File: config.mk
export PLATFORM = sky130hd
export DESIGN_NAME = uart_tx_arbiter
export DESIGN_NICKNAME = d
export VERILOG_FILES = /design/src/rtl/uart_tx_arbiter.sv
export SDC_FILE = /design/constraint.sdc
export NUM_CORES = 1
export LEC_CHECK = 0
export ABC_CLOCK_PERIOD_IN_PS = 4150
export CORE_UTILIZATION = 45
export CTS_CLUSTER_SIZE = 10
export DETAILED_ROUTE_END_ITERATION = 6
export MAX_ROUTING_LAYER = met4
export PLACE_DENSITY = 0.84
export SETUP_SLACK_MARGIN = 0.02
export SLEW_MARGIN = 30
export SYNTH_ARGS = -nofsm -noshare
export SYNTH_HDL_FRONTEND = slang
export SYNTH_SLANG_ARGS = --single-unit
File: constraint.sdc
create_clock -name clk -period 4.15 [get_ports clk]
set_input_delay 0.83 -clock clk [delete_from_list [all_inputs] [get_ports clk]]
set_output_delay 0.83 -clock clk [all_outputs]
set_load 0.005 [all_outputs]
File: src/rtl/uart_tx_arbiter.sv
// Round-robin arbiter that hands the single UART transmit buffer to one byte-stream
// requester per message, pacing each byte as a baud-aligned strobe pulse.
module uart_tx_arbiter #(
    parameter int NREQ          = 4,
    parameter int TIMEOUT_TICKS = 16
) (
    input  logic              clk,
    input  logic              reset,
    input  logic              baud_x1,
    input  logic [NREQ-1:0]   req_valid,
    input  logic [NREQ-1:0]   req_last,
    input  logic [8*NREQ-1:0] req_data,
    output logic [NREQ-1:0]   req_ready,
    output logic [NREQ-1:0]   grant,
    output logic              busy,
    output logic [7:0]        buf_data,
    output logic              buf_strobe
);

    localparam int IW = (NREQ > 1) ? $clog2(NREQ) : 1;
    localparam int TW = (TIMEOUT_TICKS > 1) ? $clog2(TIMEOUT_TICKS + 1) : 1;
    localparam logic [TW-1:0] TLAST   = (TIMEOUT_TICKS > 0) ? TW'(TIMEOUT_TICKS - 1) : '0;
    localparam logic [IW-1:0] PTR_RST = IW'(NREQ - 1);

    typedef enum logic [1:0] {IDLE, OWN, HI, LO} state_t;

    state_t          state_q, state_d;
    logic [NREQ-1:0] grant_q, grant_d;
    logic [IW-1:0]   rrPtr_q, rrPtr_d;
    logic [IW-1:0]   ownerIdx_q, ownerIdx_d;
    logic [TW-1:0]   timeCnt_q, timeCnt_d;
    logic            last_q, last_d;
    logic [7:0]      bufData_q, bufData_d;
    logic            bufStrobe_q, bufStrobe_d;

    logic            winValid;
    logic [IW-1:0]   winIdx;
    logic [IW-1:0]   candIdx;
    logic            accept;
    logic [7:0]      ownerByte;

    // Scan downward so the candidate closest after rrPtr_q is the last one to win.
    always_comb begin
        winValid = 1'b0;
        winIdx   = '0;
        candIdx  = '0;
        for (int k = NREQ; k >= 1; k--) begin
            candIdx = IW'((32'(rrPtr_q) + 32'(k)) % 32'(NREQ));
            if (req_valid[candIdx]) begin
                winValid = 1'b1;
                winIdx   = candIdx;
            end
        end
    end

    assign ownerByte = req_data[{ownerIdx_q, 3'b000} +: 8];
    assign accept    = (state_q == OWN) && req_valid[ownerIdx_q];

    always_comb begin
        state_d     = state_q;
        grant_d     = grant_q;
        rrPtr_d     = rrPtr_q;
        ownerIdx_d  = ownerIdx_q;
        timeCnt_d   = timeCnt_q;
        last_d      = last_q;
        bufData_d   = bufData_q;
        bufStrobe_d = bufStrobe_q;
        case (state_q)
            IDLE: begin
                if (winValid) begin
                    grant_d          = '0;
                    grant_d[winIdx]  = 1'b1;
                    ownerIdx_d       = winIdx;
                    timeCnt_d        = '0;
                    state_d          = OWN;
                end
            end
            OWN: begin
                // Acceptance takes precedence over a coincident tick.
                if (accept) begin
                    bufData_d   = ownerByte;
                    last_d      = req_last[ownerIdx_q];
                    bufStrobe_d = 1'b1;
                    state_d     = HI;
                end else if (baud_x1 && (TIMEOUT_TICKS != 0)) begin
                    if (timeCnt_q == TLAST) begin
                        grant_d   = '0;
                        rrPtr_d   = ownerIdx_q;
                        timeCnt_d = '0;
                        state_d   = IDLE;
                    end else begin
                        timeCnt_d = timeCnt_q + TW'(1);
                    end
                end
            end
            HI: begin
                if (baud_x1) begin
                    bufStrobe_d = 1'b0;
                    state_d     = LO;
                end
            end
            LO: begin
                if (baud_x1) begin
                    if (last_q) begin
                        grant_d = '0;
                        rrPtr_d = ownerIdx_q;
                        state_d = IDLE;
                    end else begin
                        timeCnt_d = '0;
                        state_d   = OWN;
                    end
                end
            end
            default: state_d = IDLE;
        endcase
    end

    always_ff @(posedge clk) begin
        if (reset) begin
            state_q     <= IDLE;
            grant_q     <= '0;
            rrPtr_q     <= PTR_RST;
            ownerIdx_q  <= '0;
            timeCnt_q   <= '0;
            last_q      <= 1'b0;
            bufData_q   <= 8'h00;
            bufStrobe_q <= 1'b0;
        end else begin
            state_q     <= state_d;
            grant_q     <= grant_d;
            rrPtr_q     <= rrPtr_d;
            ownerIdx_q  <= ownerIdx_d;
            timeCnt_q   <= timeCnt_d;
            last_q      <= last_d;
            bufData_q   <= bufData_d;
            bufStrobe_q <= bufStrobe_d;
        end
    end

    assign req_ready  = grant_q & {NREQ{state_q == OWN}};
    assign grant      = grant_q;
    assign busy       = |grant_q;
    assign buf_data   = bufData_q;
    assign buf_strobe = bufStrobe_q;

endmodule

=== Word-level counts from Yosys, hierarchy flattened ===
Index checks and enable logic that the tools add are counted.
Widths: inputs -> output; s select.

* Bits in registers: 25
* Output and inout bits: 18
* Input port bits: 43
* Logic and storage cells: 104

* Add/sub/neg operators: 5
* Bitwise operators: 1
* Mux-type cells: 53
* Order comparisons: 7
* Reduce and logical (&&, ||, !) cells: 14
* Equal/unequal tests: 15
* Shift-type cells: 1

{| class="wikitable"
|+ Operators by type and width
! cell !! number
|-
| $shiftx 32x6->8 || 1
|-
| $mux 2 || 15
|-
| $mux 5 || 6
|-
| $mux 4 || 6
|-
| $lt 2x3->1 const B || 6
|-
| $ne 2x2->1 const B || 8
|-
| $pmux 5 s3 || 1
|-
| $mux 1 || 14
|-
| $bmux 1 s2 || 6
|-
| $pmux 4 s3 || 1
|-
| $reduce_and 6->1 || 2
|-
| $pmux 2 s4 || 1
|-
| $reduce_and 7->1 || 1
|-
| $add 5x1->5 const B || 1
|-
| $eq 5x4->1 const B || 1
|-
| $reduce_and 5->1 || 1
|-
| $add 2x1->2 const B || 2
|-
| $add 2x2->2 const B || 2
|-
| $and 4x4->4 || 1
|-
| $eq 2x2->1 const B || 2
|-
| $pmux 2 s2 || 1
|-
| $reduce_and 2->1 || 2
|-
| $reduce_bool 2->1 || 2
|-
| $reduce_or 4->1 || 1
|-
| 11 further kinds || 12
|}

=== Longest topological paths before layout ===
Gate-level depths: netlist of the first run.

* Depth in word-level cells: 13
* Mapped depth: 6
* Depth with buffers taken out: 5

=== Least setup slack after synthesis of the first run ===
Ideal clock, no wire load.

* Kind: input-to-reg
* Start point: input port req_valid[3]
* End point: register grant_q[1] (netlist: grant[1])
* Path slack: 1.820 ns
* Buffers on the path: 0
* Data arrival time: 2.243 ns
* Required time: 4.063 ns
* Setup time: 0.087 ns
* Stages: 4
* Cells stage by stage: mux4_2 > o41a_4 > o21a_1 > o31ai_1

* Longest elaborated chain between the ends: 12
* Elaborated cells between the ends (all ways): 29
* Those cells by class: 2 x order compare; 2 x eq/ne; 22 x mux; 3 x reduce/logical

{| class="wikitable"
|+ RTL lines
! what !! RTL line !! RTL
|-
| start, declared || 10 || <nowiki>input logic [NREQ-1:0] req_valid,</nowiki>
|-
| $bmux 1 s2 || 49 || <nowiki>if (req_valid[candIdx]) begin</nowiki>
|-
| $mux 1 (implied by the code) || 49 ||
|-
| $mux 2 (4 in a row) || 49 ||
|-
| $lt 2x3->1 (implied by the code) / $ge 2x1->1 (equally long branches) || 72 || <nowiki>grant_d[winIdx] = 1'b1;</nowiki>
|-
| $logic_and 1x1->1 (implied by the code) || 72 ||
|-
| $mux 1 (implied by the code) || 72 ||
|-
| $demux 1 s2 || 72 ||
|-
| $mux 4 || 70 || <nowiki>if (winValid) begin</nowiki>
|-
| $pmux 4 s3 || 68 || <nowiki>case (state_q)</nowiki>
|-
| end signal, assigned || 130 || <nowiki>grant_q <= grant_d;</nowiki>
|-
| end, declared || 28 || <nowiki>logic [NREQ-1:0] grant_q, grant_d;</nowiki>
|}

Several ways; a longest one is shown, not always the timed one. The select of a mux whose other input is x is not followed.
A chain may end at the register's enable or synchronous reset.

=== Worst setup path after layout of the first run ===
* Start point: input port req_valid[3]
* End point: register timeCnt_q[3]

* Longest elaborated chain between the ends: 8
* Elaborated cells between the ends (all ways): 18
* Those cells by class: 2 x eq/ne; 14 x mux; 2 x reduce/logical

{| class="wikitable"
|+ RTL lines
! what !! RTL line !! RTL
|-
| $bmux 1 s2 || 49 ||
|-
| $mux 1 (implied by the code) || 49 ||
|-
| $mux 1 (4 in a row) || 49 ||
|-
| $ne 2x2->1 (no line) || n/a ||
|-
| $reduce_and 6->1 (no line) (*) || n/a ||
|-
| end signal, assigned || 133 || <nowiki>timeCnt_q <= timeCnt_d;</nowiki>
|-
| end, declared || 31 || <nowiki>logic [TW-1:0] timeCnt_q, timeCnt_d;</nowiki>
|}

Every way passes the cells marked *; elsewhere a longest branch is shown, timed or not. The select of a mux whose other input is x is not followed.

==> flow_summary.json, run 1 <==
{
  "status": "completed",
  "first_pass_iters": 6,
  "worstPathMaxFanout": 7,
  "rows": 20,
  "synth_top_area_share": 0.348,
  "synth_edf_count": 0,
  "swShare": 0.290,
  "postCtsSetupBuffers": 0,
  "critPathLaunchType": "input port",
  "end_kind": "register",
  "n_antenna_cell": 0,
  "leakage_nw": 0.732,
  "synth_ff_type": "dfxtp_1",
  "grt_setup_unrepaired": "false",
  "worstHoldPathCells": 2,
  "grt_pass1_wl_microns": 6270,
  "synthArstFlopShare": 0,
  "synthCells": 160,
  "maxCapViolations": 0,
  "numClockSinks": 25,
  "synth.area.top_cells": "dfxtp_1 35%, mux4_2 16%, nand2_1 7.6%",
  "hold_viol": 0,
  "reg2reg_depth": 4,
  "nFillCells": 257,
  "critical_path_arrival_ps": 2890,
  "chipWidth_microns": 58.6,
  "gr-total-overflow": 0,
  "yosysSeqAreaShare": 0.348,
  "dp_hpwl_microns": 3190,
  "period_minus_slack_ps": 2670,
  "multi_input_area_sq_um": 895,
  "insertion_delay_ps": 310,
  "r2r_slack_ps": 1620,
  "io-pin-count": 61,
  "finalCritPeriodShare": 0.643,
  "design.die.area_sq_um": 3430,
  "rr_endpoint": "timeCnt_q[3]",
  "whs_ps": 465,
  "drc": 0,
  "worstHoldPathType": "reg2reg",
  "root_buffer": "clkbuf_4",
  "cts.hold.buffers_added": 0,
  "drive_above_1_share": 0.0884,
  "place.gp.congestion": 0.830,
  "syn_avg_cell_area_sq_um": 9.00,
  "power_density_nw_per_um2": 268,
  "start_util": 0.472,
  "drtIter0Drc": 62,
  "cts_buffers": 3,
  "core_sq_um": 3050,
  "switchingPower_uw": 162,
  "cts.htree.levels": 1,
  "cts_tree": "yes",
  "worstPathRequired_ps": 4370,
  "clkSlewWorstSetupHoldPaths_ps": 140,
  "port_buffers": 60,
  "syn-num-nets": 204,
  "die_y_microns": 58.6,
  "synth_area_leader_cell": "dfxtp_1",
  "wl_microns": 4000,
  "syn_area_sq_um": 1440,
  "p_int_uw": 397,
  "grt_pass1_vias": 1351,
  "maxSlewViolCount": 0,
  "grt_start_max_net_pins": 25,
  "post_cts_resized": 0,
  "grt_antenna_before_repair": 0,
  "pwr-share-clk": 0.194,
  "vdd_drop_max_uv": 143,
  "endpoint": "timeCnt_q[3]",
  "clock_path_buffers": 2,
  "critPathKind": "in2reg",
  "setup_viol": 0,
  "startpoint": "req_valid[3]",
  "max_freq_mhz": 375,
  "seqCellArea_sq_um": 500,
  "wl_per_cell_microns": 15.4,
  "dp_slack_ps": 1170,
  "clock_skew_ps": 12.2,
  "slew_headroom": 0.442,
  "tightest_slew_ps": 834,
  "fin_util": 0.684,
  "tns_ps": 0,
  "ys_seq_elements": 25,
  "setup_ws_ps": 1480,
  "rr_startpoint": "ownerIdx_q[0]",
  "p_comb_frac": 0.310,
  "finalPower_uw": 559,
  "vias_per_cell": 5.56,
  "final_nets": 260,
  "pwr-share-seq": 0.496,
  "area_delta_synth_final_pct": 45.0,
  "yosysWarnings": 0,
  "ys_types": 40,
  "via_count": 1440,
  "track_usage": 0.247,
  "postRouteAntennaNets": 0
}
[cells in the final DEF (no fill, tap or decap), drive strengths merged]
cell type / instances
clkdlybuf4s50: 60
a31oi: 1
and3: 2
a31o: 2
o2111ai: 4
ha: 1
o22ai: 1
o221ai: 1
mux4: 10
inv: 3
o21ba: 1
o21a: 2
a21o: 2
nor3: 2
nor2b: 1
mux2: 1
a211o: 1
nand2b: 5
a21boi: 1
nand3b: 1
o21bai: 1
and4b: 1
a211oi: 2
nor4: 5
dfxtp: 25
a21oi: 15
nand2: 29
and3b: 1
nor2: 10
nor3b: 1
o31ai: 4
a32o: 1
and2: 7
or2: 1
mux2i: 1
clkbuf: 4
or4: 2
nand3: 2
o41a: 1
[cell type report]
cell class,count,area share
Inverter,3,0.00539
Timing Repair Buffer,60,0.288
Tap cell,44,0.0264
Multi-Input combinational cell,123,0.428
Sequential cell,25,0.240
Clock buffer,4,0.0126
[cells in the mapped netlist, types with 3 or more instances]
| cell type | number |
|---|---|
| a21oi_1 | 15 |
| and2_1 | 6 |
| clkbuf_1 | 8 |
| dfxtp_1 | 25 |
| inv_1 | 3 |
| mux4_2 | 10 |
| nand2_1 | 29 |
| nand2b_1 | 5 |
| nor2_1 | 10 |
| nor4_1 | 5 |
| o2111ai_1 | 4 |
| o31ai_1 | 4 |
[routing by layer]
| layer | wire length (microns) | GRT usage | up-vias |
|---|---|---|---|
| met1 | 1720 | 0.307 | 689 |
| li1 | - | - | 707 |
| met4 | 38 | 0.0476 | 0 |
| met3 | 152 | 0.0418 | 4 |
| met5 | 0 | - | - |
| met2 | 2090 | 0.424 | 40 |
[power groups by stage]
stage               clock, mW  sequential, mW  combinational [mW]
detailed placement          0           0.283               0.172
finish                  0.108           0.277               0.173
CTS                     0.109           0.278               0.173
global placement            0           0.282               0.167
floorplan                   0           0.272              0.0988
global route            0.122           0.281               0.187
[worst max-delay path, stage by stage]
cell and delay (ps):
clkdlybuf4s50_1 490, mux4_2 590, a211oi_1 490, nor3_1 160
a211o_1 330
[cell families after synthesis]
logic type	share of synthesized area
DFF	0.348
buffers and inverters	0.0313
AOI/OAI and AO/OA	0.201
and+or+nand+nor	0.241
adders and majority gates	0.00869
muxes	0.171
[sequential cells by signal (all words and copies together) (netlist names), named ones only]
register and count:
grant 4, last_q 1, state_q 1, buf_data 8, buf_strobe 1, timeCnt_q 5, ownerIdx_q 2, rrPtr_q 2
[per-stage QoR]
stage	cell area, sq um	instances
floorplan	1440	160
global placement	2060	255
detailed placement	2060	255
CTS	2090	259
global route	2090	259
finish	2090	259
[worst min path at each step]
stage / from / endpoint / slack [ps]
6_report: buf_data[0] / buf_data[0] / 470
3_5_place_dp: buf_data[0] / buf_data[0] / 450
3_3_place_gp: buf_data[1] / buf_data[1] / 440
2_1_floorplan: last_q / last_q / 440
4_1_cts: buf_data[0] / buf_data[0] / 460
5_1_grt: buf_data[0] / buf_data[0] / 480
No activity file was read; power rests on OpenSTA's default activity.
==> inputs of run 2 (changes only) <==
--- a/config.mk
+++ b/config.mk
@@ -5,12 +5,12 @@
 export SDC_FILE = /design/constraint.sdc
 export NUM_CORES = 1
 export LEC_CHECK = 0
-export ABC_CLOCK_PERIOD_IN_PS = 4150
-export CORE_UTILIZATION = 45
+export ABC_CLOCK_PERIOD_IN_PS = 2400
+export CORE_UTILIZATION = 38
 export CTS_CLUSTER_SIZE = 10
 export DETAILED_ROUTE_END_ITERATION = 6
 export MAX_ROUTING_LAYER = met4
-export PLACE_DENSITY = 0.84
+export PLACE_DENSITY = 0.76
 export SETUP_SLACK_MARGIN = 0.02
 export SLEW_MARGIN = 30
 export SYNTH_ARGS = -nofsm -noshare
==> constraint.sdc (replaced) <==
create_clock -name clk -period 2.4 [get_ports clk]
set_input_delay 0.48 -clock clk [delete_from_list [all_inputs] [get_ports clk]]
set_output_delay 0.48 -clock clk [all_outputs]
set_load 0.005 [all_outputs]
==> run 2 against run 1 <==
Utilization is 7.3 points lower. Hold slack worse by 8.1 ps. Power is 91% higher. Wire length is 2.7% lower. First-iteration DRC count is 39% higher. Final cell count is 7.7% higher. Die area is 18% higher. Global-route usage is 4.0 points lower. Via count is 0.28% lower. Clock power is 140% higher. Flip-flop and latch count stayed put. Critical path type unchanged. Critical endpoint is now grant[3]. Largest power group unchanged.
==> flow_summary.json, run 2 (synthesized netlist as in run 1, its figures left out) <==
{
  "rr_startpoint": "ownerIdx_q[0]",
  "clkSlewWorstSetupHoldPaths_ps": 90,
  "dp_hpwl_microns": 3140,
  "finalCritPeriodShare": 0.922,
  "slew_headroom": 0.662,
  "setup_viol": 0,
  "vias_per_cell": 5.15,
  "cts_buffers": 3,
  "cts.htree.levels": 1,
  "chipWidth_microns": 63.6,
  "rows": 22,
  "cpLargestDelayFamily": "compound AO/OA/AOI/OAI gates",
  "min_from": "buf_data[3]",
  "design.die.area_sq_um": 4040,
  "clock_path_buffers": 2,
  "drive_above_1_share": 0.160,
  "tightest_slew_ps": 506,
  "leakage_nw": 0.816,
  "placedCellCount": 275,
  "fin_util": 0.611,
  "worstHoldPathType": "reg2reg",
  "cp_num_buf_inv": 1,
  "drc": 0,
  "grt_pass1_wl_microns": 6280,
  "maxCapViolations": 0,
  "clock_skew_ps": 2.22,
  "hold_viol": 0,
  "wl_per_cell_microns": 13.9,
  "drtIter0Drc": 86,
  "nFillCells": 319,
  "die_y_microns": 63.6,
  "grt_antenna_before_repair": 0,
  "grt_pass1_vias": 1310,
  "multi_input_area_sq_um": 897,
  "worstPathCellList": "clkdlybuf4s50_1 > mux4_2 > o41a_4 > o21a_1 > o31ai_1",
  "final_common_cell": "clkdlybuf4s50_1",
  "critPathLaunchType": "input port",
  "r2r_slack_ps": 420,
  "final_cell_mix": "60 x clkdlybuf4s50_1, 29 x nand2_1, 25 x dfxtp_1, 16 x buf_4, 15 x a21oi_1",
  "final_cells": 279,
  "whs_ps": 457,
  "grt_setup_unrepaired": "false",
  "crit_slowest_cell": "mux4_2",
  "cts_tree": "yes",
  "wl_microns": 3890,
  "n_antenna_cell": 0,
  "period_minus_slack_ps": 2210,
  "vdd_drop_max_uv": 301,
  "largest_reg_flops": 8,
  "numClockSinks": 25,
  "first_pass_iters": 4,
  "track_usage": 0.206,
  "port_buffers": 60,
  "rr_endpoint": "grant[3]",
  "grt_start_max_net_pins": 16,
  "placed_cell_area_sq_um": 2190,
  "place.gp.congestion": 0.817,
  "critPathKind": "in2reg",
  "core_sq_um": 3660,
  "gr-total-overflow": 0,
  "via_count": 1436,
  "postRouteAntennaNets": 0,
  "end_kind": "register",
  "setup_ws_ps": 188,
  "root_buffer": "clkbuf_8",
  "dp_slack_ps": -99.4,
  "insertion_delay_ps": 270,
  "worstPathMaxFanout": 7,
  "worstPathRequired_ps": 2580,
  "worstHoldPathCells": 2,
  "postCtsSetupBuffers": 0,
  "status": "completed",
  "seqCellArea_sq_um": 500,
  "power_density_nw_per_um2": 476,
  "area_delta_synth_final_pct": 55.4,
  "maxSlewViolCount": 0,
  "holdPathEnd": "buf_data[3]",
  "cp_slowest_stage_delay_ps": 540,
  "final_nets": 276,
  "start_util": 0.393,
  "reg2reg_depth": 4,
  "postLayoutCellArea_sq_um": 2240,
  "io-pin-count": 61,
  "max_freq_mhz": 452,
  "critical_path_arrival_ps": 2400
}
-- run 2: cell count changes in the layout (fill, tap and decap cells not counted), sizes merged --
cell	previous run	this run
clkbuf	4	3
clkinvlp	0	1
buf	0	16
-- run 2: final cells by class --
type                    count  share of cell area
multi-input cells         123               0.401
clock buffers               3              0.0184
flip-flops and latches     25               0.224
repair buffers             76               0.322
well taps                  48              0.0268
inverters                   3             0.00503
clock inverters             1             0.00335
-- run 2: worst max-delay path by stage --
stage | end | cells after the start | startpoint | slack (ps)
2_1_floorplan | grant[1] | 4 | req_valid[3] | 420
3_3_place_gp | grant[3] | 5 | req_valid[3] | -30
3_5_place_dp | grant[3] | 5 | req_valid[3] | -100
4_1_cts | req_ready[2] | 3 | state_q[0] | 120
5_1_grt | req_ready[1] | 3 | state_q[0] | 100
6_report | grant[3] | 5 | req_valid[3] | 190
-- run 2: power by group --
part | total [mW] | switching (mW) | internal (mW)
Combinational | 0.345 | 0.137 | 0.208
Sequential | 0.466 | 0.0242 | 0.442
Clock | 0.255 | 0.137 | 0.118
-- run 2: per-layer routing --
metal / global-route usage / wire length, microns / vias to the layer above
met3: 0.0344 / 112 / 4
met2: 0.313 / 1810 / 30
met4: 0.0540 / 40 / 0
li1: - / - / 736
met5: - / 0 / -
met1: 0.284 / 1930 / 666
-- run 2: per-stage QoR --
stage | TNS, ps | power [mW]
floorplan | 0 | 0.641
global placement | -121 | 0.817
detailed placement | -361 | 0.821
CTS | 0 | 1.08
global route | 0 | 1.13
finish | 0 | 1.07
-- run 2: worst reg2reg max path, delay by kind of cell, from the launching register on --
family          cells  cell delay, ps
flops               1             360
mux                 1             570
compound gates      3             970
-- run 2: repair_timing --
action                     CTS  global route
hold buffers                 0             0
setup endpoints to repair    0             2
resized for setup            0             1
hold endpoints to repair     0             0
==> inputs of run 3 (changes only) <==
--- a/config.mk
+++ b/config.mk
@@ -5,12 +5,12 @@
 export SDC_FILE = /design/constraint.sdc
 export NUM_CORES = 1
 export LEC_CHECK = 0
-export ABC_CLOCK_PERIOD_IN_PS = 2400
-export CORE_UTILIZATION = 38
+export ABC_CLOCK_PERIOD_IN_PS = 2200
+export CORE_UTILIZATION = 42
 export CTS_CLUSTER_SIZE = 10
 export DETAILED_ROUTE_END_ITERATION = 6
 export MAX_ROUTING_LAYER = met4
-export PLACE_DENSITY = 0.76
+export PLACE_DENSITY = 0.79
 export SETUP_SLACK_MARGIN = 0.02
 export SLEW_MARGIN = 30
 export SYNTH_ARGS = -nofsm -noshare
==> constraint.sdc (replaced) <==
create_clock -name clk -period 2.2 [get_ports clk]
set_input_delay 0.44 -clock clk [delete_from_list [all_inputs] [get_ports clk]]
set_output_delay 0.44 -clock clk [all_outputs]
set_load 0.005 [all_outputs]
==> run 3 against run 2 <==
First-iteration DRC count shrank 38%. Hold slack improved by 18 ps. Register-to-register slack got worse by 180 ps. Die area fell by 9.2%. Largest power group unchanged. Highest routed layer unchanged.
==> flow_summary.json, run 3 (synthesized netlist as in run 1, its figures left out) <==
{
  "rr_endpoint": "grant[0]",
  "numClockSinks": 25,
  "gr-total-overflow": 0,
  "via_count": 1522,
  "grt_antenna_before_repair": 0,
  "min_from": "buf_data[6]",
  "tns_ps": 0,
  "start_util": 0.457,
  "critical_path_arrival_ps": 2330,
  "vdd_drop_max_uv": 324,
  "die_y_microns": 60.6,
  "n_antenna_cell": 0,
  "maxCapViolations": 0,
  "grt_setup_unrepaired": "false",
  "drive_above_1_share": 0.175,
  "chipWidth_microns": 60.6,
  "period_minus_slack_ps": 2100,
  "worstPathRequired_ps": 2440,
  "port_buffers": 60,
  "postCtsSetupBuffers": 0,
  "nFillCells": 262,
  "tightest_slew_ps": 418,
  "critPathLaunchType": "input port",
  "worstPathMaxFanout": 7,
  "final_cell_mix": "60 x clkdlybuf4s50_1, 29 x nand2_1, 24 x dfxtp_1, 19 x buf_4, 15 x a21oi_1",
  "first_pass_iters": 4,
  "worstHoldPathType": "reg2reg",
  "rows": 20,
  "drc": 0,
  "critPathKind": "in2reg",
  "r2r_slack_ps": 240,
  "wl_microns": 4050,
  "setup_ws_ps": 104,
  "clkSlewWorstSetupHoldPaths_ps": 150,
  "cts_buffers": 3,
  "seqCellArea_sq_um": 502,
  "largest_reg_flops": 8,
  "insertion_delay_ps": 330,
  "cp_slowest_stage_delay_ps": 520,
  "end_kind": "register",
  "status": "completed",
  "grt_pass1_vias": 1512,
  "track_usage": 0.243,
  "multi_input_area_sq_um": 902,
  "finalPower_mw": 1.12,
  "worstPathCellList": "clkdlybuf4s50_1 > mux4_2 > o41a_4 > o21a_1 > o31ai_1",
  "dp_slack_ps": -240,
  "finalCritPeriodShare": 0.953,
  "grt_start_max_net_pins": 16,
  "grt_pass1_wl_microns": 6560,
  "cpLargestDelayFamily": "compound AO/OA/AOI/OAI gates",
  "rr_startpoint": "ownerIdx_q[0]",
  "postRouteAntennaNets": 0,
  "final_common_cell": "clkdlybuf4s50_1",
  "wl_per_cell_microns": 14.6,
  "setup_viol": 0,
  "area_delta_synth_final_pct": 55.8,
  "vias_per_cell": 5.47,
  "reg2reg_depth": 4,
  "design.die.area_sq_um": 3670,
  "cp_num_buf_inv": 1,
  "core_sq_um": 3150,
  "holdPathEnd": "buf_data[6]",
  "leakage_nw": 0.826,
  "clock_path_buffers": 2,
  "hold_viol": 0,
  "cts_tree": "yes",
  "io-pin-count": 61,
  "dp_hpwl_microns": 3370,
  "cts.htree.levels": 1,
  "worstHoldPathCells": 2,
  "power_density_nw_per_um2": 498,
  "maxSlewViolCount": 0,
  "slew_headroom": 0.719,
  "drtIter0Drc": 53,
  "clock_skew_ps": 18.5,
  "crit_slowest_cell": "mux4_2",
  "root_buffer": "clkbuf_4",
  "final_nets": 279,
  "fin_util": 0.712,
  "max_freq_mhz": 477,
  "place.gp.congestion": 0.818,
  "whs_ps": 475
}
## run 3: cell count changes in the layout (fill, tap and decap cells not counted)
cell / change
clkbuf_4: +3
nor2b_4: +1
buf_4: +3
clkbuf_8: -3
dfxtp_1: -1
nor2b_2: -1
dfxtp_2: +1
## run 3: final cells by class
type,instances,share of cell area
clock buffer,3,0.0100
clock inverter,1,0.00335
inverter,3,0.00502
multi-input combinational,123,0.402
sequential,25,0.224
tap,44,0.0245
timing repair buffer,79,0.331
## run 3: how the worst max path moves through the flow
stage,endpoint,cells past startpoint,from
after floorplan,grant[1],4,req_valid[3]
after global placement,grant[0],5,req_valid[3]
after detailed placement,grant[3],5,req_valid[2]
after CTS,req_ready[3],3,state_q[0]
after global routing,busy,2,grant[0]
final,grant[0],5,req_valid[2]
## run 3: what timing repair did
item / 4_1_cts / 5_1_grt
hold buffers: 0 / 0
resized for setup: 1 / 2
endpoints found under the setup margin: 4 / 4
pin swaps: 0 / 0
endpoints found under the hold margin: 0 / 0
gates cloned: 0 / 0
## run 3: power by group
group          internal (mW)  switching (mW)
registers              0.483          0.0272
logic                  0.236           0.157
clock network         0.0696           0.144
## run 3: through the flow
stage	instances	cell area, sq um
floorplan	160	1440
global placement	274	2200
detailed placement	274	2200
CTS	278	2240
global route	278	2240
finish	278	2240
## run 3: tightest hold or removal path: cells and delay by family (launching register included)
kind	cells	cell delay, ps
AOI/OAI and AO/OA	1	50
and+or+nand+nor	1	50
DFF	1	350
## run 3: per-layer routing
layer,up-vias,part of all wire,GRT usage
met4,0,0.0077,0.0487
met2,36,0.52,0.408
met5,-,0,-
met3,4,0.044,0.0490
met1,733,0.42,0.303
li1,749,-,-
